File: config.mk
export PLATFORM = sky130hd
export DESIGN_NAME = imem_boot_loader_flat
export DESIGN_NICKNAME = d
export VERILOG_FILES = /design/src/rtl/imem_boot_loader_if.sv /design/src/rtl/imem_boot_loader.sv /design/src/flat_wrapper.sv
export SDC_FILE = /design/constraint.sdc
export NUM_CORES = 1
export LEC_CHECK = 0
export BUFFER_PORTS_ARGS = -buffer_cell sky130_fd_sc_hd__buf_2
export CORE_MARGIN = 8
export CORE_UTILIZATION = 50
export CTS_CLUSTER_DIAMETER = 120
export DETAILED_ROUTE_END_ITERATION = 7
export PLACE_DENSITY_LB_ADDON = 0.3
export SLEW_MARGIN = 10
export SYNTH_ARGS = -nofsm -noshare
export SYNTH_HDL_FRONTEND = slang
export SYNTH_SLANG_ARGS = --single-unit
File: constraint.sdc
create_clock -name clock -period 5.2 [get_ports clock]
set_input_delay 1.3 -clock clock [delete_from_list [all_inputs] [get_ports clock]]
set_output_delay 1.3 -clock clock [all_outputs]
set_load 0.05 [all_outputs]
File: src/rtl/imem_boot_loader_if.sv
// Byte-stream input and imem write bus of the boot loader.
// The master side feeds bytes and observes imem writes; the slave side is the loader.
interface imem_boot_loader_if #(
    parameter int ADDR_W = 12
);
    logic              rx_valid;
    logic [7:0]        rx_data;
    logic              rx_ready;
    logic [ADDR_W-1:0] imem_address;
    logic [31:0]       imem_data;
    logic              imem_wren;

    modport master (
        output rx_valid, rx_data,
        input  rx_ready, imem_address, imem_data, imem_wren
    );

    modport slave (
        input  rx_valid, rx_data,
        output rx_ready, imem_address, imem_data, imem_wren
    );
endinterface

File: src/rtl/imem_boot_loader.sv
// Boot loader: receives a length-prefixed, XOR-checksummed image over a
// valid/ready byte stream, writes it word by word into imem and holds the
// processor in reset until the whole image has been loaded and verified.
// The word counter is 17 bits wide, so ADDR_W must not exceed 16.
module imem_boot_loader #(
    parameter int ADDR_W  = 12,
    parameter int TIMEOUT = 1000
) (
    input  logic                clock,
    input  logic                reset,
    imem_boot_loader_if.slave   bus,
    output logic                cpu_reset,
    output logic                done,
    output logic                error
);
    localparam int          TMR_W = $clog2(TIMEOUT + 1);
    localparam logic [16:0] DEPTH = 17'(1) << ADDR_W;

    typedef enum logic [2:0] {
        S_LEN_HI,
        S_LEN_LO,
        S_DATA,
        S_CSUM,
        S_RUN,
        S_ERR
    } state_t;

    state_t            state_q, state_d;
    logic [7:0]        len_hi_q, len_hi_d;
    logic [15:0]       n_q, n_d;
    logic [16:0]       word_idx_q, word_idx_d;
    logic [1:0]        byte_cnt_q, byte_cnt_d;
    logic [23:0]       shift_q, shift_d;
    logic [7:0]        csum_q, csum_d;
    logic [TMR_W-1:0]  timer_q, timer_d;
    logic              wren_q, wren_d;
    logic [ADDR_W-1:0] addr_q, addr_d;
    logic [31:0]       data_q, data_d;

    logic              rx_ready_c;
    logic              accept_c;
    logic [15:0]       len_c;

    assign rx_ready_c = (state_q == S_LEN_HI) || (state_q == S_LEN_LO) ||
                        (state_q == S_DATA)   || (state_q == S_CSUM);
    assign accept_c   = bus.rx_valid && rx_ready_c;
    assign len_c      = {len_hi_q, bus.rx_data};

    // Next-state logic: frame parsing, word assembly, checksum and idle timeout.
    always_comb begin
        state_d    = state_q;
        len_hi_d   = len_hi_q;
        n_d        = n_q;
        word_idx_d = word_idx_q;
        byte_cnt_d = byte_cnt_q;
        shift_d    = shift_q;
        csum_d     = csum_q;
        timer_d    = timer_q;
        wren_d     = 1'b0;
        addr_d     = addr_q;
        data_d     = data_q;

        case (state_q)
            S_LEN_HI: begin
                if (accept_c) begin
                    len_hi_d = bus.rx_data;
                    state_d  = S_LEN_LO;
                end
            end
            S_LEN_LO: begin
                if (accept_c) begin
                    n_d        = len_c;
                    word_idx_d = '0;
                    byte_cnt_d = '0;
                    csum_d     = '0;
                    if ((len_c == 16'd0) || ({1'b0, len_c} > DEPTH)) begin
                        state_d = S_ERR;
                    end else begin
                        state_d = S_DATA;
                    end
                end
            end
            S_DATA: begin
                if (accept_c) begin
                    csum_d     = csum_q ^ bus.rx_data;
                    byte_cnt_d = byte_cnt_q + 2'd1;
                    shift_d    = {shift_q[15:0], bus.rx_data};
                    if (byte_cnt_q == 2'd3) begin
                        // Fourth byte completes the word; it is written on the next cycle.
                        wren_d     = 1'b1;
                        data_d     = {shift_q, bus.rx_data};
                        addr_d     = word_idx_q[ADDR_W-1:0];
                        word_idx_d = word_idx_q + 17'd1;
                        if ((word_idx_q + 17'd1) == {1'b0, n_q}) begin
                            state_d = S_CSUM;
                        end
                    end
                end
            end
            S_CSUM: begin
                if (accept_c) begin
                    state_d = (bus.rx_data == csum_q) ? S_RUN : S_ERR;
                end
            end
            default: begin
                // RUN and ERR are terminal until reset.
            end
        endcase

        // Idle timer runs only once a frame has started and until its checksum arrives.
        if ((state_q == S_LEN_LO) || (state_q == S_DATA) || (state_q == S_CSUM)) begin
            if (accept_c) begin
                timer_d = '0;
            end else if (timer_q == TMR_W'(TIMEOUT - 1)) begin
                state_d = S_ERR;
            end else begin
                timer_d = timer_q + TMR_W'(1);
            end
        end
    end

    // State register with synchronous reset; reset also cancels any pending write pulse.
    always_ff @(posedge clock) begin
        if (reset) begin
            state_q    <= S_LEN_HI;
            len_hi_q   <= '0;
            n_q        <= '0;
            word_idx_q <= '0;
            byte_cnt_q <= '0;
            shift_q    <= '0;
            csum_q     <= '0;
            timer_q    <= '0;
            wren_q     <= 1'b0;
            addr_q     <= '0;
            data_q     <= '0;
        end else begin
            state_q    <= state_d;
            len_hi_q   <= len_hi_d;
            n_q        <= n_d;
            word_idx_q <= word_idx_d;
            byte_cnt_q <= byte_cnt_d;
            shift_q    <= shift_d;
            csum_q     <= csum_d;
            timer_q    <= timer_d;
            wren_q     <= wren_d;
            addr_q     <= addr_d;
            data_q     <= data_d;
        end
    end

    assign bus.rx_ready     = rx_ready_c;
    assign bus.imem_wren    = wren_q;
    assign bus.imem_address = addr_q;
    assign bus.imem_data    = data_q;
    assign cpu_reset        = (state_q != S_RUN);
    assign done             = (state_q == S_RUN);
    assign error            = (state_q == S_ERR);
endmodule

File: src/flat_wrapper.sv
// flat-port wrapper written by rule: the top's interface ports become plain ports
module imem_boot_loader_flat 
#(
    parameter int ADDR_W  = 12,
    parameter int TIMEOUT = 1000
)
  (clock, reset, cpu_reset, done, error, bus_rx_valid, bus_rx_data, bus_rx_ready, bus_imem_address, bus_imem_data, bus_imem_wren);
  imem_boot_loader_if #(.ADDR_W(ADDR_W)) bus_i ();
  input  logic clock;
  input  logic reset;
  output logic cpu_reset;
  output logic done;
  output logic error;
  input wire logic [$bits(bus_i.rx_valid)-1:0] bus_rx_valid;
  input wire logic [$bits(bus_i.rx_data)-1:0] bus_rx_data;
  output wire logic [$bits(bus_i.rx_ready)-1:0] bus_rx_ready;
  output wire logic [$bits(bus_i.imem_address)-1:0] bus_imem_address;
  output wire logic [$bits(bus_i.imem_data)-1:0] bus_imem_data;
  output wire logic [$bits(bus_i.imem_wren)-1:0] bus_imem_wren;
  assign bus_i.rx_valid = bus_rx_valid;
  assign bus_i.rx_data = bus_rx_data;
  assign bus_rx_ready = bus_i.rx_ready;
  assign bus_imem_address = bus_i.imem_address;
  assign bus_imem_data = bus_i.imem_data;
  assign bus_imem_wren = bus_i.imem_wren;
  imem_boot_loader #(.ADDR_W(ADDR_W), .TIMEOUT(TIMEOUT)) u_core (.clock(clock), .reset(reset), .bus(bus_i), .cpu_reset(cpu_reset), .done(done), .error(error));
endmodule
# Yosys cells after proc, flatten, opt, wreduce, memory -nomap -nowiden
# Index checks and enable logic that the tools add are counted.
[totals]
regBits = 133
[op_classes]
addsub = 3
magnitude_cmp = 1
n_eq_ne = 14
mux = 25
n_bitwise = 3
n_reduce_logical = 18
[ops]
columns = ["cell", "n"]
rows = [
  ["two-way mux 17 bit", 3],
  ["case mux 17 bit (2 select lines)", 1],
  ["two-way mux 3 bit", 10],
  ["two-way mux 10 bit", 2],
  ["adder 17 x 1 -> 17 bit (second input constant)", 1],
  ["equality test 17 x 16 -> 1 bit", 1],
  ["> comparator 16 x 13 -> 1 bit (second input constant)", 1],
  ["zero test 16 bit", 1],
  ["two-way mux 8 bit", 2],
  ["case mux 8 bit (2 select lines)", 1],
  ["case mux 3 bit (4 select lines)", 1],
  ["adder 10 x 1 -> 10 bit (second input constant)", 1],
  ["equality test 10 bit (second input constant)", 1],
  ["equality test 8 bit", 1],
  ["AND reduction 2 bit", 4],
  ["bitwise XOR 8 bit", 1],
  ["equality test 3 x 2 -> 1 bit (second input constant)", 2],
  ["equality test 3 bit (second input constant)", 2],
  ["logical OR 1 bit", 6],
  ["!= test 2 x 1 -> 1 bit (second input constant)", 3],
  ["AND reduction 3 bit", 2],
  ["two-way mux 2 bit", 2],
  ["case mux 2 bit (2 select lines)", 1],
  ["AND reduction 4 bit", 1],
  ["other kinds (11)", 13],
]

# Longest topological paths before layout
# Gate-level depths: netlist of run 1.
[depth]
ltp_word = 10
depth_mapped = 9
ltp_nobuf = 8

# Least setup slack after synthesis of run 1
# OpenSTA, ideal clock, no wires.
[synth_path]
kind = "register to output"
start = "register u_core.state_q[2]"
end = "output port error"
arrival_time_ps = 1474
required_time_ps = 3900
slack_ps = 2426
path_stages_with_launch = 4
cell_sequence = "dfxtp_1 buf_2 inv_1 nor2_1"
[synth_via]
elab_chain_len = 1
[synth_rtl]
columns = ["item", "line_no", "text"]
rows = [
  ["start, declared", "imem_boot_loader.sv:28", "state_t state_q, state_d;"],
  ["start signal, assigned", "imem_boot_loader.sv:137", "state_q <= state_d;"],
  ["equality test 3 bit", "imem_boot_loader.sv:157", "assign error = (state_q == S_ERR);"],
  ["end, declared", "flat_wrapper.sv:13", "output logic error;"],
]
# Every way passes these cells.

# Worst setup path after layout of run 1
[layout_path]
start = "register u_core.state_q[1]"
end = "register u_core.csum_q[6]"
[layout_via]
elab_chain_len = 7
[layout_rtl]
columns = ["item", "line_no", "text"]
rows = [
  ["equality test 3 x 1 -> 1 bit or zero test 3 bit (tied branches)", "imem_boot_loader.sv:44, imem_boot_loader.sv:63", ""],
  ["logical OR 1 bit (2 in series)", "imem_boot_loader.sv:44", "assign rx_ready_c = (state_q == S_LEN_HI) || (state_q == S_LEN_LO) ||"],
  ["logical OR 1 bit", "imem_boot_loader.sv:45", "(state_q == S_DATA) || (state_q == S_CSUM);"],
  ["logical AND 1 bit", "imem_boot_loader.sv:46", "assign accept_c = bus.rx_valid && rx_ready_c;"],
  ["!= test 2 x 1 -> 1 bit (no source line)", "n/a", ""],
  ["AND reduction 3 bit (no source line)", "n/a", ""],
  ["end signal, assigned", "imem_boot_loader.sv:143", "csum_q <= csum_d;"],
  ["end, declared", "imem_boot_loader.sv:34", "logic [7:0] csum_q, csum_d;"],
]
# Parallel ways exist; a longest one is shown, timed or not.
# A chain may end at the register's enable or synchronous reset.

==> results of run 1 <==
-- layout by cell type, fill, tap and decap left out, drive strengths merged, types with 6 or more instances in the layout --
| cell type | n |
|---|---|
| nand4 | 10 |
| xor2 | 15 |
| clkbuf | 21 |
| dfxtp | 133 |
| a21oi | 116 |
| nor3 | 11 |
| o21ai | 26 |
| nor2b | 6 |
| nand2 | 215 |
| nor2 | 51 |
| inv | 6 |
| nand3 | 14 |
| buf | 62 |
| xnor2 | 23 |
| nor4 | 10 |
-- worst max-delay path by stage --
stage | start | end | cells after the start
finish | u_core.state_q[1] | u_core.csum_q[6] | 6
global route | u_core.state_q[1] | u_core.csum_q[0] | 6
CTS | u_core.state_q[1] | done | 4
detailed placement | bus_rx_valid | u_core.word_idx_q[12] | 6
global placement | bus_rx_valid | u_core.word_idx_q[7] | 7
floorplan | u_core.state_q[2] | error | 3
-- kinds of logic (layout without fill, tap and decap cells) --
family,count (synthesis),count (layout),share of synthesized area
multiplexers,4,4,0.00700
buffers and inverters,64,100,0.0530
AO/OA/AOI/OAI,171,171,0.162
AND/OR/NAND/NOR,342,342,0.262
flip-flops,133,133,0.452
XOR/XNOR,38,38,0.0577
adder cells (fa/ha/maj),3,3,0.00637
-- through the flow --
| step | instances | power [uW] | hold slack (ps) | area [sq um] | utilization |
|---|---|---|---|---|---|
| floorplan | 755 | 1180 | 432 | 5900 | - |
| global placement | 902 | 1210 | 443 | 6110 | 0.533 |
| detailed placement | 902 | 1210 | 445 | 6110 | 0.533 |
| CTS | 934 | 2440 | 452 | 6730 | 0.587 |
| global route | 934 | 2510 | 471 | 6730 | 0.587 |
| finish | 934 | 2430 | 454 | 6730 | 0.587 |
-- power by group through the flow --
stage | registers [uW] | logic [uW] | clock network [uW]
6_report | 1060 | 137 | 1240
5_1_grt | 1060 | 153 | 1300
4_1_cts | 1060 | 137 | 1250
3_5_place_dp | 1080 | 136 | 0
3_3_place_gp | 1080 | 133 | 0
2_1_floorplan | 1070 | 117 | 0
-- sequential cells by signal, indices dropped and copies added (netlist names) --
| name | flops |
|---|---|
| u_core.bus.imem_data | 32 |
| u_core.shift_q | 24 |
| u_core.word_idx_q | 17 |
| u_core.n_q | 16 |
| u_core.bus.imem_address | 12 |
| u_core.timer_q | 10 |
| u_core.csum_q | 8 |
| u_core.len_hi_q | 8 |
| u_core.state_q | 3 |
| u_core.byte_cnt_q | 2 |
| u_core.bus.imem_wren | 1 |
-- per-layer routing --
layer  vias up  wire (um)  track usage
li1       2592          -            -
met5         -          0            0
met4         0        152       0.0574
met1      2464       6480        0.230
met2       152       6780        0.282
met3        12        782       0.0455
-- cell type report --
type | count | area, sq um
clock buffers | 21 | 470
multi-input cells | 558 | 2920
inverters | 6 | 27.5
clock inverters | 11 | 149
fillers | 1029 | 4740
flip-flops and latches | 133 | 2660
repair buffers | 62 | 320
well taps | 143 | 179
-- critical path: stages, from the launching register on --
cell,delay (ps)
dfxtp_1,570
nor3b_4,550
nand2_1,760
nand2_1,520
o21ai_0,150
a21oi_1,200
nor2_1,60
==> metrics, run 1 <==
Pwr Density=361 nW/um^2; clock sink count=about 130; Detailed Place HPWL=about 9400 um; Clock Power Share=0.509; Final ANT Viol Nets=0; Post-Syn Area per Cell=roughly 7.8 sq um; Initial Utilization=0.514; DRC viols=0; reg-to-reg setup timing slack=about 2200 ps; synthesis-stage register bit count=about 130; Final TNS setup=0 ps; Hold Path Class=flop to flop; VDD IR-drop max=between 0.2 and 0.3 mV; achievable clock frequency=between 300 and 400 MHz; GR Overflow Total=0; Vias=5220; Clock Latency Late Sink=410 ps; Reg2Reg Depth=6; Synth top area share=0.452; synthesized cell area=5900 sq um; Layout Nets=between 700 and 800; leakage=between 0.002 and 0.003 uW; DRT iter0 DRCs=approximately 570; first-pass GRT wire length=between 20000 and 25000 um; hold buffer count at CTS=0; min cycle time layout=approximately 3000 ps; Logic pwr share=0.056; Post-Route WL=about 14000 um; Synth warnings=0; total track usage=0.178; drt wl/cell=15.2 um; htree depth=4; Seq pwr share=0.434; share of cells above drive strength 1=0.144; Gate Count Post-Synth=~760; core area=roughly 11000 sq um; die width=about 120 um; RSZ-0062 raised after global routing=false; hold path start=u_core.bus.imem_address[10]; main area contributors after synthesis=dfxtp_1 45%, nand2_1 14%, a21oi_1 9.8%; initial antenna violation count=0; CP Class=flop to flop; Slew Limit Headroom=0.276; Setup WS pre-CTS=slightly below 2000 ps; Post-synth ARST share=0; Final Hold Fails=0; postcts setup bufs=0; Synthesized Nets=roughly 770; r2r startpoint=u_core.state_q[1]; largest net degree at the start of global routing=96; final worst slack=2240 ps; worst-margin pin slew=roughly 1100 ps; Clock Skew=around 6.7 ps; vias in the first global route=around 4800; CTS clk-pin slew, worst paths=60 ps; post_cts resized=0; max-slew violation count=0; Worst Path Max Fanout=35; CP endpoint kind=flop; fin crit share=0.569; routed vias/inst=between 5 and 6; height of the chip=125 um; Top FF cell, synth=dfxtp_1; WP data required=between 5000 and 6000 ps; Worst Hold Path EP=u_core.bus.imem_address[10]; hold depth=2; sequential share of the synthesized area=0.452; critical path arrival=3210 ps; Port Buffers=roughly 60; Yosys cell types=63; outcome=completed; internal power=about 1900 uW; commonest cells in the synthesized netlist=215 x nand2_1, 133 x dfxtp_1, 116 x a21oi_1; sw frac=0.230; Crit Reg-Reg Endpoint=u_core.csum_q[6]; drt first pass iters=5; full die area=about 16000 sq um; Ports=60; Final GP Congestion=just under 0.9; row count=39; Root Buffer=clkbuf_16; most common cell in the netlist=nand2_1; area leader, netlist=dfxtp_1; ANT cells=0; TritonCTS buffer count=17; area grow syn2layout=14.1%; type of origin of the critical path=flop; clk buf depth=2; max-cap violation count=0; TritonCTS clock tree=yes; Switching Power=around 560 uW; Final Setup Violations=0; EDFF count, synth=0
Power figures use the tool's default switching activity.
==> run 2, diff against run 1 <==
Clock period 5.2 ns to 3 ns, I/O delays scaled along.
==> run 2 against run 1 <==
Sequential cell count is the same; final cell count grew 0.86%; global-route usage grew 0.90 points; power grew 68%; maximum frequency grew 18%; worst setup slack lost 1700 ps; via count is essentially flat.
==> metrics, run 2 (synthesis results as in run 1) <==
outcome=completed; max-slew violation count=0; fin crit share=0.833; routed vias/inst=about 5.5; total track usage=0.187; core area=~11000 sq um; achievable clock frequency=between 400 and 500 MHz; critical path arrival=between 2000 and 3000 ps; number of flip-flops in the largest register=32; area grow syn2layout=14.6%; Crit Reg-Reg Endpoint=u_core.state_q[0]; largest net degree at the start of global routing=roughly 110; initial antenna violation count=0; die width=~120 um; Slew Limit Headroom=0.279; TritonCTS buffer count=17; Final Cell Area=~6800 sq um; clock sink count=133; leakage=around 0.0025 uW; Post-Route WL=roughly 14000 um; Final GP Congestion=0.926; Ports=60; first-pass GRT wire length=24200 um; VDD IR-drop max=between 0.5 and 0.6 mV; fill count=~1000; Initial Utilization=0.514; reg-to-reg setup timing slack=approximately 500 ps; max-cap violation count=0; hold buffer count at CTS=0; post_cts resized=0; Reg2Reg Depth=7; full die area=15500 sq um; Final TNS setup=0 ps; Clock Skew=6.26 ps; worst hold margin=roughly 450 ps; Vias=around 5200; CP Class=flop to flop; RSZ-0062 raised after global routing=false; leading cell type in the layout, fill and taps excluded=nand2_1; Layout Nets=~800; Final ANT Viol Nets=0; Final Setup Violations=0; postcts setup bufs=0; worst-margin pin slew=approximately 1100 ps; vias in the first global route=about 4800; final worst slack=502 ps; min cycle time layout=~2500 ps; drt first pass iters=5; Clock Latency Late Sink=about 420 ps; area of placed instances=approximately 6000 sq um; ANT cells=0; r2r startpoint=u_core.word_idx_q[0]; GR Overflow Total=0; Pwr Density=604 nW/um^2; share of cells above drive strength 1=0.151; Final Hold Fails=0; row count=39; Setup WS pre-CTS=427 ps; hold path start=u_core.bus.imem_address[5]; Root Buffer=clkbuf_16; htree depth=4; drt wl/cell=around 15 um; CP endpoint kind=flop; DRC viols=0; Worst Hold Path EP=u_core.bus.imem_address[5]; TritonCTS clock tree=yes; DRT iter0 DRCs=489; WP data required=between 3000 and 4000 ps; most frequent cells in the layout=215 x nand2_1, 133 x dfxtp_1, 116 x a21oi_1; Hold Path Class=flop to flop; hold depth=2; CTS clk-pin slew, worst paths=roughly 60 ps; type of origin of the critical path=flop; Worst Path Max Fanout=10; Final Power=4080 uW; Port Buffers=59; clk buf depth=2; height of the chip=125 um; Detailed Place HPWL=~9900 um
[run 2: changes by cell type in the layout (fill, tap and decap cells not counted)]
| cell | previous run | this run |
|---|---|---|
| buf_4 | 4 | 13 |
| bufinv_16 | 3 | 2 |
| clkbuf_8 | 3 | 1 |
| inv_6 | 1 | 0 |
| clkbuf_1 | 1 | 2 |
| clkinv_4 | 3 | 7 |
| clkinvlp_4 | 3 | 1 |
[run 2: per-stage QoR]
| stage | cells | utilization |
|---|---|---|
| global placement | 911 | 0.539 |
| global route | 942 | 0.589 |
| CTS | 942 | 0.589 |
| finish | 942 | 0.589 |
| detailed placement | 911 | 0.539 |
| floorplan | 755 | - |
[run 2: layout make-up]
cell class	count	area (sq um)	share of cell area
multi-input combinational	558	2920	0.432
sequential	133	2660	0.394
clock buffer	20	447	0.0661
timing repair buffer	71	388	0.0574
tap	143	179	0.0265
clock inverter	11	130	0.0193
inverter	6	27.5	0.00407
[run 2: metal layers]
layer | wire (um) | vias up | share of wire | GRT usage
met5 | 0 | - | 0 | 0
met4 | 252 | 0 | 0.017 | 0.0744
met3 | 749 | 19 | 0.052 | 0.0511
met2 | 6810 | 134 | 0.47 | 0.292
met1 | 6670 | 2460 | 0.46 | 0.238
li1 | - | 2611 | - | -
[run 2: how the worst max path moves through the flow]
stage | from | to | slack, ps
detailed placement | reset | u_core.word_idx_q[12] | 430
finish | u_core.word_idx_q[0] | u_core.state_q[0] | 500
CTS | u_core.word_idx_q[0] | u_core.state_q[0] | 510
global placement | reset | u_core.word_idx_q[11] | 510
global route | u_core.word_idx_q[0] | u_core.state_q[0] | 280
floorplan | u_core.state_q[2] | error | 780
[run 2: worst max-delay path, cell delays in order (launching register included)]
cell,delay (ps)
dfxtp_1,530
ha_1,330
nand3_2,200
nor4_1,610
xor2_1,160
a2111oi_2,230
o2111ai_1,160
o31ai_2,190
[run 2: power by group]
part	total, uW	internal (uW)	switching [uW]
Clock	2000	1240	755
Sequential	1830	1800	36.1
Combinational	248	82.7	165
Total	4080	3120	956
